### src/rtl/dm_pkg.sv
// Shared definitions for the block mover: FSM encoding, mode codes and word geometry.
package dm_pkg;

  typedef enum logic [1:0] {
    S_IDLE = 2'd0,
    S_RD   = 2'd1,
    S_WR   = 2'd2,
    S_DONE = 2'd3
  } state_e;

  localparam logic MODE_COPY  = 1'b0;
  localparam logic MODE_FILL  = 1'b1;
  localparam int   WORD_BYTES = 4;
  localparam int   WORD_SHIFT = 2;

  // Source alignment only matters when the source is actually read.
  function automatic logic start_misaligned(input logic mode, input logic [1:0] src_lsb,
                                            input logic [1:0] dst_lsb);
    return (dst_lsb != 2'b00) || ((mode == MODE_COPY) && (src_lsb != 2'b00));
  endfunction

endpackage

### src/rtl/dm_addr_gen.sv
// Source/destination word pointers and remaining-word counter for the block mover.
// Next-pointer values are exported so the top can register the outgoing address.
module dm_addr_gen
  import dm_pkg::*;
#(
  parameter int ADDR_WIDTH = 32,
  parameter int LEN_WIDTH  = 16
) (
  input  logic                  clk_i,
  input  logic                  rst_n_i,
  input  logic                  load_i,
  input  logic                  step_i,
  input  logic [ADDR_WIDTH-1:0] src_i,
  input  logic [ADDR_WIDTH-1:0] dst_i,
  input  logic [LEN_WIDTH-1:0]  len_i,
  output logic [ADDR_WIDTH-1:0] src_nxt_o,
  output logic [ADDR_WIDTH-1:0] dst_nxt_o,
  output logic                  last_o
);

  logic [ADDR_WIDTH-1:0] src_q, src_d;
  logic [ADDR_WIDTH-1:0] dst_q, dst_d;
  logic [LEN_WIDTH-1:0]  cnt_q, cnt_d;

  always_comb begin
    src_d = src_q;
    dst_d = dst_q;
    cnt_d = cnt_q;
    if (load_i) begin
      src_d = src_i;
      dst_d = dst_i;
      cnt_d = len_i;
    end else if (step_i) begin
      // Pointers wrap silently at the top of the address space.
      src_d = src_q + ADDR_WIDTH'(WORD_BYTES);
      dst_d = dst_q + ADDR_WIDTH'(WORD_BYTES);
      cnt_d = cnt_q - LEN_WIDTH'(1);
    end
  end

  always_ff @(posedge clk_i or negedge rst_n_i) begin
    if (!rst_n_i) begin
      src_q <= '0;
      dst_q <= '0;
      cnt_q <= '0;
    end else begin
      src_q <= src_d;
      dst_q <= dst_d;
      cnt_q <= cnt_d;
    end
  end

  assign src_nxt_o = src_d;
  assign dst_nxt_o = dst_d;
  assign last_o    = (cnt_q == LEN_WIDTH'(1));

endmodule

### src/rtl/dm_block_mover.sv
// Word-granular block copy / fill engine driving the data_memory port.
// Copy takes 2 cycles per word (RD then WR), fill 1; start is ignored while busy.
module dm_block_mover
  import dm_pkg::*;
#(
  parameter int ADDR_WIDTH = 32,
  parameter int DATA_WIDTH = 32,
  parameter int LEN_WIDTH  = 16
) (
  input  logic                  clock_i,
  input  logic                  reset_n_i,
  input  logic                  start_i,
  input  logic                  mode_i,
  input  logic [ADDR_WIDTH-1:0] src_addr_i,
  input  logic [ADDR_WIDTH-1:0] dst_addr_i,
  input  logic [LEN_WIDTH-1:0]  length_i,
  input  logic [DATA_WIDTH-1:0] fill_data_i,
  output logic                  busy_o,
  output logic                  done_o,
  output logic                  error_o,
  output logic [ADDR_WIDTH-1:0] mem_address_o,
  output logic [DATA_WIDTH-1:0] mem_data_o,
  output logic                  mem_write_o,
  output logic                  mem_read_o,
  input  logic [DATA_WIDTH-1:0] mem_read_data_i
);

  state_e                state_q, state_d;
  logic                  mode_q, mode_d;
  logic                  busy_q, busy_d;
  logic                  done_q, done_d;
  logic                  err_q, err_d;
  logic                  rd_q, rd_d;
  logic                  wr_q, wr_d;
  logic [ADDR_WIDTH-1:0] addr_q, addr_d;
  logic [DATA_WIDTH-1:0] data_q, data_d;

  logic                  start_acc;
  logic                  bad_align;
  logic                  last;
  logic [ADDR_WIDTH-1:0] src_nxt, dst_nxt;

  assign start_acc = (state_q == S_IDLE) && start_i;
  assign bad_align = start_misaligned(mode_i, src_addr_i[1:0], dst_addr_i[1:0]);

  dm_addr_gen #(
    .ADDR_WIDTH(ADDR_WIDTH),
    .LEN_WIDTH (LEN_WIDTH)
  ) u_addr_gen (
    .clk_i    (clock_i),
    .rst_n_i  (reset_n_i),
    .load_i   (start_acc),
    .step_i   (state_q == S_WR),
    .src_i    (src_addr_i),
    .dst_i    (dst_addr_i),
    .len_i    (length_i),
    .src_nxt_o(src_nxt),
    .dst_nxt_o(dst_nxt),
    .last_o   (last)
  );

  always_ff @(posedge clock_i or negedge reset_n_i) begin
    if (!reset_n_i) begin
      state_q <= S_IDLE;
      mode_q  <= MODE_COPY;
      busy_q  <= 1'b0;
      done_q  <= 1'b0;
      err_q   <= 1'b0;
      rd_q    <= 1'b0;
      wr_q    <= 1'b0;
      addr_q  <= '0;
      data_q  <= '0;
    end else begin
      state_q <= state_d;
      mode_q  <= mode_d;
      busy_q  <= busy_d;
      done_q  <= done_d;
      err_q   <= err_d;
      rd_q    <= rd_d;
      wr_q    <= wr_d;
      addr_q  <= addr_d;
      data_q  <= data_d;
    end
  end

  always_comb begin
    state_d = state_q;
    unique case (state_q)
      S_IDLE: begin
        if (start_i) begin
          if (bad_align || (length_i == '0)) state_d = S_DONE;
          else if (mode_i == MODE_FILL)      state_d = S_WR;
          else                               state_d = S_RD;
        end
      end
      S_RD:    state_d = S_WR;
      S_WR: begin
        if (last)                     state_d = S_DONE;
        else if (mode_q == MODE_FILL) state_d = S_WR;
        else                          state_d = S_RD;
      end
      S_DONE:  state_d = S_IDLE;
      default: state_d = S_IDLE;
    endcase
  end

  // Output registers are decoded from the next state so strobes align with the state.
  always_comb begin
    rd_d   = (state_d == S_RD);
    wr_d   = (state_d == S_WR);
    busy_d = (state_d != S_IDLE);
    done_d = (state_d == S_DONE);
    err_d  = start_acc ? bad_align : err_q;
    mode_d = start_acc ? mode_i : mode_q;
    addr_d = addr_q;
    if (rd_d)      addr_d = src_nxt;
    else if (wr_d) addr_d = dst_nxt;
    data_d = data_q;
    if ((state_q == S_WR) && (mode_q == MODE_COPY))   data_d = mem_read_data_i;
    else if (start_acc && (state_d == S_WR))          data_d = fill_data_i;
  end

  assign busy_o        = busy_q;
  assign done_o        = done_q;
  assign error_o       = err_q;
  assign mem_read_o    = rd_q;
  assign mem_write_o   = wr_q;
  assign mem_address_o = addr_q;
  // Copy writes forward the read word in the same cycle; otherwise hold the last value.
  assign mem_data_o    = (wr_q && (mode_q == MODE_COPY)) ? mem_read_data_i : data_q;

endmodule

### config.mk
export PLATFORM = sky130hd
export DESIGN_NAME = dm_block_mover
export DESIGN_NICKNAME = d
export VERILOG_FILES = /design/src/rtl/dm_pkg.sv /design/src/rtl/dm_addr_gen.sv /design/src/rtl/dm_block_mover.sv
export SDC_FILE = /design/constraint.sdc
export NUM_CORES = 1
export LEC_CHECK = 0
export CAP_MARGIN = 20
export CELL_PAD_IN_SITES_DETAIL_PLACEMENT = 1
export CELL_PAD_IN_SITES_GLOBAL_PLACEMENT = 2
export CORE_AREA = 2 2 161 163
export CTS_BUF_LIST = sky130_fd_sc_hd__clkbuf_4 sky130_fd_sc_hd__clkbuf_8
export CTS_CLUSTER_SIZE = 20
export DETAILED_ROUTE_END_ITERATION = 16
export DIE_AREA = 0 0 163 165
export PLACE_DENSITY = 0.95
export SLEW_MARGIN = 20
export SYNTH_ARGS = -nofsm -noshare
export SYNTH_HDL_FRONTEND = slang
export SYNTH_SLANG_ARGS = --single-unit
### constraint.sdc
create_clock -name clock_i -period 5.76 [get_ports clock_i]
set_input_delay 1.728 -clock clock_i [delete_from_list [all_inputs] [get_ports clock_i]]
set_output_delay 1.728 -clock clock_i [all_outputs]
set_load 0.05 [all_outputs]
# Word level (Yosys, flattened, before mapping)
# Index checks and enable logic that the tools add are counted.
op_classes:
  bitwise: 2
  muxes: 17
  n_eq_ne: 7
  n_reduce_logical: 15
  n_addsub: 3
op_table:
  columns: ["operator", "n"]
  rows:
  - ["$mux W32", 9]
  - ["$add A32 B3 Y32 const B", 2]
  - ["$mux W16", 2]
  - ["$eq A16 B1 Y1 const B", 1]
  - ["$logic_not A16 Y1", 1]
  - ["$sub A16 B1 Y16 const B", 1]
  - ["$reduce_bool A2 Y1", 6]
  - ["$mux W2", 5]
  - ["$eq A2 B2 Y1 const B", 4]
  - ["$pmux W2 S4", 1]
  - ["$logic_and A1 B1 Y1", 5]
  - ["$eq A2 B1 Y1 const B", 2]
  - ["$logic_not A2 Y1", 1]
  - ["$logic_or A1 B1 Y1", 2]
  - ["$not A1 Y1", 2]
totals:
  wordCells: 56
  in_bits: 148
  output_inout_bits: 69
  ff_bits: 152

# Depth between registers and ports, before layout
# Gate-level depths: netlist of the first run.
depth:
  ltp_word: 11
  mapped_depth: 13
  mapped_depth_nobuf: 10

# Hierarchy
# Synthesis of the first run repeated with hierarchy kept, for this count alone.
hier_totals:
  hier_cells: 826
  hier_area_um2: 8515.7
by_module_without_submodules:
  columns: ["module", "n_inst", "area_per_inst_um2", "seq_area_each_um2", "cells_each"]
  rows:
  - ["dm_addr_gen", 1, 4486.8, 2001.9, 509]
  - ["dm_block_mover", 1, 4028.9, 1801.7, 317]

# Worst setup path after synthesis of the first run
# OpenSTA, ideal clock, no wires.
synth_timing:
  path_type: "input -> register"
  startpoint: "input start_i"
  endpoint: "register addr_q[14], in the netlist mem_address_o[14]"
  slack_ns: 1.644
  arrival_time_ns: 3.990
  setup_time_ns: 0.126
  stages: 11
  path_buffers: 4
  required_time_ns: 5.634
  path_cell_list: "nand2_1 -> clkbuf_1 -> clkbuf_1 -> a21oi_1 -> a21oi_1 -> ha_1 -> clkbuf_1 -> nand2b_1 -> inv_1 -> clkbuf_1 -> a221o_1"
synth_via:
  elab_chain_cells: 4
  word_cells_on_any_way: 10
  classes_between: "eq/ne (2); mux (6); reduce/logical (2)"
synth_lines:
  columns: ["item", "line", "source"]
  rows:
  - ["from (decl)", "dm_block_mover.sv:12", "input logic start_i,"]
  - ["$mux W2 or $logic_and A1 B1 Y1 (tied branches)", "dm_block_mover.sv:90, dm_block_mover.sv:43", null]
  - ["$pmux W2 S4 or $mux W32 (tied branches)", "dm_block_mover.sv:88, dm_addr_gen.sv:29", null]
  - ["$eq A2 B1 Y1 (tied with other cells)", "dm_block_mover.sv:109", "rd_d = (state_d == S_RD);"]
  - ["$mux W32 or $reduce_bool A2 Y1 (tied branches)", null, null]
  - ["to (signal assigned)", "dm_block_mover.sv:81", "addr_q <= addr_d;"]
  - ["to (decl)", "dm_block_mover.sv:35", "logic [ADDR_WIDTH-1:0] addr_q, addr_d;"]
# Parallel ways exist; a longest one is shown, timed or not. The select of a mux whose other input is x is not followed.
# A chain may end at the register's enable or synchronous reset.

# Final worst setup path of the first run
layout_timing:
  startpoint: "input mem_read_data_i[0]"
  endpoint: "output mem_data_o[0]"
layout_via:
  elab_chain_cells: 1
layout_lines:
  columns: ["item", "line", "source"]
  rows:
  - ["from (decl)", "dm_block_mover.sv:25", "input logic [DATA_WIDTH-1:0] mem_read_data_i"]
  - ["$mux W32", "dm_block_mover.sv:130", "assign mem_data_o = (wr_q && (mode_q == MODE_COPY)) ? mem_read_data_i : data_q;"]
  - ["to (decl)", "dm_block_mover.sv:22", "output logic [DATA_WIDTH-1:0] mem_data_o,"]
# Every way passes these cells.

==> summary.txt, run 1 <==
Synth
  – Cells after synthesis: 840
  – Post-synthesis average cell area: 9.73 µm²
  – Synthesized flop and latch total: 152
  – Synth cell types: 66
  – Syn Nets: 996
  – Top FF cell, synth: dfrtp_1
  – Post-Syn Area: 0.00818 mm²
  – Sequential element share of the synthesized area: 46.5%
  – FFs w/ async S/R, synth: 100%
  – Yosys warns: 0
  – Post-synth EDFFs: 0

Floorplan
  – Num rows: 58
  – Die area: 0.0269 mm²
  – IO Pins: 217
  – Die width: 163 µm
  – Die height: 165 µm
  – Core area: 0.0250 mm²
  – Initial core utilization: 32.7%

STA
  – RSZ-0062 raised after global routing: false
  – Post-route clock skew: 0.0163 ns
  – Slew Limit Fails: 0
  – Setup violators final: 0
  – Max_slew headroom: 45.6%
  – Fmax: 0.203 GHz
  – Fin. Hold Viols: 0
  – Crit path time final: 4.94 ns
  – Crit share post-route: 85.7%
  – Setup tns final: 0 ns
  – Least-Margin Pin Slew: 0.815 ns

Worst setup path
  – Critical path buffers and inverters: 2
  – Crit path launch type: primary input
  – Crit-path slowest cell: clkdlybuf4s50_1
  – Worst-path cell chain: clkdlybuf4s50_1, mux2_2, clkdlybuf4s50_1
  – R2r endpoint: mem_address_o[26]
  – Most used cell, CP: clkdlybuf4s50_1
  – Worst EP required: 4.03 ns
  – Worst path top cell family by delay: buffers and inverters
  – Slowest stage delay, CP: 0.80 ns
  – Worst R2R Path Depth: 10
  – Crit. End Element: output pin
  – RR Startpoint: u_addr_gen.cnt_q[4]
  – Worst-path maximum fanout: 2
  – CP arrival: 3.21 ns
  – Critical path class: in2out
  – Reg2Reg Setup Slack: 2.21 ns

Power
  – PD cells: 631 mW/mm²
  – Leakage: 4.39 nW
  – VDD IR-drop max: 364 µV
  – Tot Pwr: 7.00 mW

Detailed routing
  – DRT Wirelength: 26000 µm
  – WL per Instance: 18.8 µm
  – Via density: 5.20
  – Drt drc: 0
  – Via count: 7171
  – Antenna viol nets, final: 0
  – Pre-antenna DRT Iters: 4
  – Initial drt markers: 334

GRT
  – Initial antenna violation count: 0
  – Vias in the first global route: 7708
  – Gr usage total: 19.4%
  – First-pass GRT wire length: 41200 µm
  – GR Overflow Total: 0
  – Pin count of the biggest net entering global routing: 78

Run status
  – Status: completed

Clocking
  – CTS tree: done
  – TritonCTS sink count: 152
  – CTS max path bufs: 2
  – Clock Latency Late Sink: 0.45 ns
  – Cts hold-fix bufs: 0
  – Clock slew at reported path FFs: 0.08 ns
  – Post_cts resized: 0
  – CTS root buf: clkbuf_8
  – Post-CTS setup repair buffer count: 0
  – Num CTS Buffers: 17
  – Max H-tree Level: 4

Job
  – Max Cap Violations: 0

Placed design
  – Number of port buffers: 216
  – Placed instance area: 0.0107 mm²
  – Routability Congestion: 0.804
  – Hpwl dp: 19000 µm

Min path
  – Hold depth: 2
  – End of the worst hold path: u_addr_gen.dst_q[1]
  – Min-delay worst type: reg2reg
  – Worst hold start: u_addr_gen.dst_q[1]

Final layout
  – Nets: 1194
  – N_diodes: 0
  – Area Overhead vs Synth: 35.8%
  – Layout cells sized above 1: 9.83%
  – Final instance area: 0.0111 mm²
-- metal layers --
| metal | up-vias | global-route usage (%) | share of wire [%] |
|---|---|---|---|
| li1 | 3401 | - | - |
| met1 | 3535 | 25.6 | 45 |
| met2 | 212 | 32.8 | 48 |
| met3 | 23 | 3.97 | 5.6 |
| met4 | 0 | 4.75 | 1.2 |
| met5 | - | 0 | 0 |
-- how the worst max path moves through the flow --
stage                     cells after the start                from  slack, ns                end
after floorplan                              11             start_i       1.64  mem_address_o[14]
final                                         3  mem_read_data_i[0]       0.82      mem_data_o[0]
after detailed placement                      3  mem_read_data_i[0]       0.84      mem_data_o[0]
after global placement                        3  mem_read_data_i[3]       0.84      mem_data_o[3]
after CTS                                     3  mem_read_data_i[0]       0.83      mem_data_o[0]
after global routing                          3  mem_read_data_i[0]       0.80      mem_data_o[0]
-- where the power goes --
group	switching, mW	internal, mW	total, mW
clock	0.411	0.491	0.902
combinational	2.51	1.53	4.04
sequential	0.451	1.61	2.06
-- cell usage in the layout (no fill, tap or decap), types with 20 or more instances in the layout --
cell,synthesis,routed
o21ai_0,74,74
nand4_1,20,20
nand2_1,122,121
and2_1,20,20
a221o_1,24,24
xor2_1,23,23
clkdlybuf4s50_1,0,215
dfrtp_1,152,152
nor2_1,47,46
nand3_1,27,27
mux2_2,37,37
xnor2_1,30,30
mux2i_1,38,38
a21oi_1,32,31
-- synth_stat cells, types with 5 or more instances --
master | n | area share (%)
buf_2 | 6 | 0.37
nand2b_1 | 7 | 0.54
inv_1 | 12 | 0.55
dfrtp_1 | 152 | 47
a211o_1 | 5 | 0.54
clkbuf_1 | 36 | 1.7
mux2_2 | 37 | 5.1
nor3_1 | 15 | 0.92
and2_1 | 20 | 1.5
nand4_1 | 20 | 1.5
mux2i_1 | 38 | 4.7
xor2_1 | 23 | 2.5
and4_1 | 5 | 0.54
o21ai_0 | 74 | 4.5
o211ai_1 | 6 | 0.55
nand3_1 | 27 | 1.7
nor2_1 | 47 | 2.2
xnor2_1 | 30 | 3.2
a221o_1 | 24 | 2.9
buf_1 | 5 | 0.23
and3_1 | 10 | 0.77
nand2_1 | 122 | 5.6
a21oi_1 | 32 | 2.0
nor4_1 | 14 | 1.1
ha_1 | 8 | 1.2
-- flip-flops by register name, summed over array words and instances (netlist names) --
register,count
busy_o,1
data_q,32
done_o,1
error_o,1
mem_address_o,32
mem_read_o,1
mem_write_o,1
mode_q,1
state_q,2
u_addr_gen.cnt_q,16
u_addr_gen.dst_q,32
u_addr_gen.src_q,32
-- tightest hold or removal path, cell delays in order, from the launching register on --
cell and delay (ns):
dfrtp_1 0.33, nand2_1 0.04, nand2_1 0.07
-- cell families after synthesis --
group / count (synthesis) / share of synthesized area, %
flops: 152 / 46.5
mux: 75 / 9.75
xor+xnor: 53 / 5.68
simple gates: 315 / 19.9
compound gates: 177 / 14.1
buf+inv: 60 / 2.89
fa+ha+maj: 8 / 1.22
-- area by class of cell --
| type | count | area [µm²] |
|---|---|---|
| timing repair buffer | 227 | 2260 |
| inverter | 12 | 45.0 |
| multi-input combinational | 628 | 4160 |
| sequential | 152 | 3800 |
| tap | 330 | 413 |
| fill | 2824 | 13900 |
| clock buffer | 20 | 269 |
| clock inverter | 9 | 150 |
-- through the flow --
stage                     cells  worst slack, ns  hold WS (ns)  util [%]
after floorplan             840             1.64         0.436         -
after global placement     1349            0.843         0.454      42.7
after detailed placement   1349            0.837         0.460      42.7
after CTS                  1378            0.831         0.480      44.3
after global routing       1378            0.799         0.499      44.3
final                      1378            0.825         0.476      44.3
Power figures use the tool's default switching activity.
==> run 2, diff against run 1 <==
--- a/config.mk
+++ b/config.mk
@@ -14,7 +14,7 @@
 export DETAILED_ROUTE_END_ITERATION = 16
 export DIE_AREA = 0 0 163 165
 export PLACE_DENSITY = 0.95
-export SLEW_MARGIN = 20
+export SLEW_MARGIN = 40
 export SYNTH_ARGS = -nofsm -noshare
 export SYNTH_HDL_FRONTEND = slang
 export SYNTH_SLANG_ARGS = --single-unit
==> results of run 2 <==
Same layout as run 1: the final DEF is identical, and so are final timing and power.
==> run 3, diff against run 2 <==
--- a/config.mk
+++ b/config.mk
@@ -14,6 +14,7 @@
 export DETAILED_ROUTE_END_ITERATION = 16
 export DIE_AREA = 0 0 163 165
 export PLACE_DENSITY = 0.95
+export REMOVE_ABC_BUFFERS = 1
 export SLEW_MARGIN = 40
 export SYNTH_ARGS = -nofsm -noshare
 export SYNTH_HDL_FRONTEND = slang
==> summary.txt, run 3 (same netlist as run 1, synthesis figures left out) <==
Worst setup path
  – RR Startpoint: u_addr_gen.cnt_q[4] (unchanged)
  – Critical path class: in2out (unchanged)
  – Worst-path maximum fanout: 2 (unchanged)
  – Crit path launch type: primary input (unchanged)
  – R2r endpoint: mem_address_o[13] (was mem_address_o[26])
  – Worst EP required: 4.03 ns (about the same)
  – CP arrival: 3.21 ns (about the same)
  – Worst R2R Path Depth: 10 (unchanged)
  – Reg2Reg Setup Slack: 2.23 ns (was 2.21 ns)
  – Crit. End Element: output pin (unchanged)

Power
  – PD cells: 637 mW/mm² (was 631 mW/mm²)
  – Clk network pwr share: 13.3% (was 12.9%)
  – Net Sw Power: 3.46 mW (was 3.37 mW)
  – Part of the power in registers: 28.8% (was 29.5%)
  – P_int: 3.67 mW (was 3.63 mW)
  – Switch share: 48.5% (was 48.1%)
  – VDD IR-drop max: 463 µV (was 364 µV)
  – Leakage: 4.43 nW (was 4.39 nW)
  – Combinational share of power: 58.0% (was 57.7%)

Final layout
  – Layout cells sized above 1: 10.3% (was 9.83%)
  – Sequential Area: 0.00380 mm² (unchanged)
  – N_diodes: 0 (unchanged)
  – Commonest non-fill, non-tap cell in the layout: clkdlybuf4s50_1 (unchanged)
  – Area Overhead vs Synth: 36.8% (was 35.8%)
  – Commonest non-fill, non-tap cells in the layout: clkdlybuf4s50_1, dfrtp_1, nand2_1, o21ai_0, nor2_1 (unchanged)
  – Final Util: 44.7% (was 44.3%)
  – Nets: 1198 (was 1194)
  – Area of the multi-input gates: 0.00416 mm² (unchanged)
  – Final instance area: 0.0112 mm² (was 0.0111 mm²)
  – Fillers: 2863 (was 2824)

Clocking
  – Clock Latency Late Sink: 0.46 ns (was 0.45 ns)
  – Cts hold-fix bufs: 0 (unchanged)
  – Post_cts resized: 0 (unchanged)
  – CTS tree: done (unchanged)
  – Num CTS Buffers: 17 (unchanged)
  – TritonCTS sink count: 152 (unchanged)
  – Clock slew at reported path FFs: 0.08 ns (about the same)
  – Max H-tree Level: 4 (unchanged)
  – Post-CTS setup repair buffer count: 0 (unchanged)
  – CTS max path bufs: 2 (unchanged)
  – CTS root buf: clkbuf_8 (unchanged)

GRT
  – Initial antenna violation count: 0 (unchanged)
  – First-pass GRT wire length: 42700 µm (was 41200 µm)
  – Vias in the first global route: 7866 (was 7708)
  – Gr usage total: 20.3% (was 19.4%)
  – GR Overflow Total: 0 (unchanged)
  – Pin count of the biggest net entering global routing: 80 (was 78)

STA
  – RSZ-0062 raised after global routing: false (unchanged)
  – Fin. Hold Viols: 0 (unchanged)
  – Crit share post-route: 85.7% (about the same)
  – Post-route clock skew: 0.0160 ns (was 0.0163 ns)
  – Fmax: 0.203 GHz (about the same)
  – Slew Limit Fails: 0 (unchanged)
  – Max_slew headroom: 45.6% (about the same)
  – Least-Margin Pin Slew: 0.816 ns (was 0.815 ns)
  – Crit path time final: 4.94 ns (about the same)
  – Setup violators final: 0 (unchanged)

Detailed routing
  – Via density: 5.26 (was 5.20)
  – Initial drt markers: 324 (was 334)
  – WL per Instance: 19.3 µm (was 18.8 µm)
  – Antenna viol nets, final: 0 (unchanged)
  – Drt drc: 0 (unchanged)
  – Via count: 7283 (was 7171)
  – DRT Wirelength: 26700 µm (was 26000 µm)
  – Pre-antenna DRT Iters: 4 (unchanged)

Placed design
  – Routability Congestion: 0.880 (was 0.804)
  – Number of port buffers: 216 (unchanged)
  – Hpwl dp: 19200 µm (was 19000 µm)
  – Placed instance area: 0.0107 mm² (about the same)

Job
  – Max Cap Violations: 0 (unchanged)

Min path
  – Hold depth: 2 (unchanged)
  – End of the worst hold path: data_q[9] (was u_addr_gen.dst_q[1])
  – Worst hold start: data_q[9] (was u_addr_gen.dst_q[1])
  – Min-delay worst type: reg2reg (unchanged)

Floorplan
  – Num rows: 58 (unchanged)
  – IO Pins: 217 (unchanged)
  – Initial core utilization: 32.7% (unchanged)
  – Core area: 0.0250 mm² (unchanged)
  – Die height: 165 µm (unchanged)
  – Die width: 163 µm (unchanged)
  – Die area: 0.0269 mm² (unchanged)

Run status
  – Status: completed (unchanged)
## run 3: per-stage QoR
step / power, mW / setup slack [ns] / setup TNS, ns / instances / hold slack, ns
CTS: 7.18 / 0.828 / 0 / 1383 / 0.486
global route: 7.61 / 0.787 / 0 / 1384 / 0.524
floorplan: 4.73 / -3.99 / -234.65 / 792 / 0.436
global placement: 6.07 / 0.839 / 0 / 1352 / 0.450
detailed placement: 6.20 / 0.743 / 0 / 1352 / 0.467
finish: 7.13 / 0.825 / 0 / 1384 / 0.486
## run 3: power by group through the flow
stage                     sequential (mW)  clock [mW]  combinational (mW)
after global routing                 2.13        1.00                4.48
after CTS                            2.05       0.969                4.16
after detailed placement             2.05           0                4.14
final                                2.05       0.945                4.13
after floorplan                      2.37           0                2.37
after global placement               2.04           0                4.04
## run 3: layout make-up
class / count / share of cell area, %
tap: 330 / 3.69
clock inverter: 13 / 1.72
timing repair buffer: 231 / 20.7
inverter: 12 / 0.403
sequential: 152 / 34.0
multi-input combinational: 628 / 37.2
clock buffer: 18 / 2.21
## run 3: how the worst max path moves through the flow
| stage | from | to | cells after the start |
|---|---|---|---|
| floorplan | start_i | data_q[0] | 4 |
| global placement | mem_read_data_i[8] | mem_data_o[8] | 3 |
| detailed placement | mode_i | mem_address_o[26] | 11 |
| CTS | mem_read_data_i[14] | mem_data_o[14] | 3 |
| global route | mem_read_data_i[8] | mem_data_o[8] | 3 |
| finish | mem_read_data_i[12] | mem_data_o[12] | 3 |
## run 3: routing by layer
layer | up-vias | global-route usage [%] | share of wire, %
met5 | - | 0 | 0
met4 | 0 | 4.18 | 1.2
met3 | 26 | 6.25 | 7.3
met2 | 241 | 34.4 | 48
met1 | 3599 | 25.8 | 43
li1 | 3417 | - | -
## run 3: critical path: stages
cell and delay (ns):
clkdlybuf4s50_1 0.51, mux2_2 0.16, clkdlybuf4s50_1 0.81
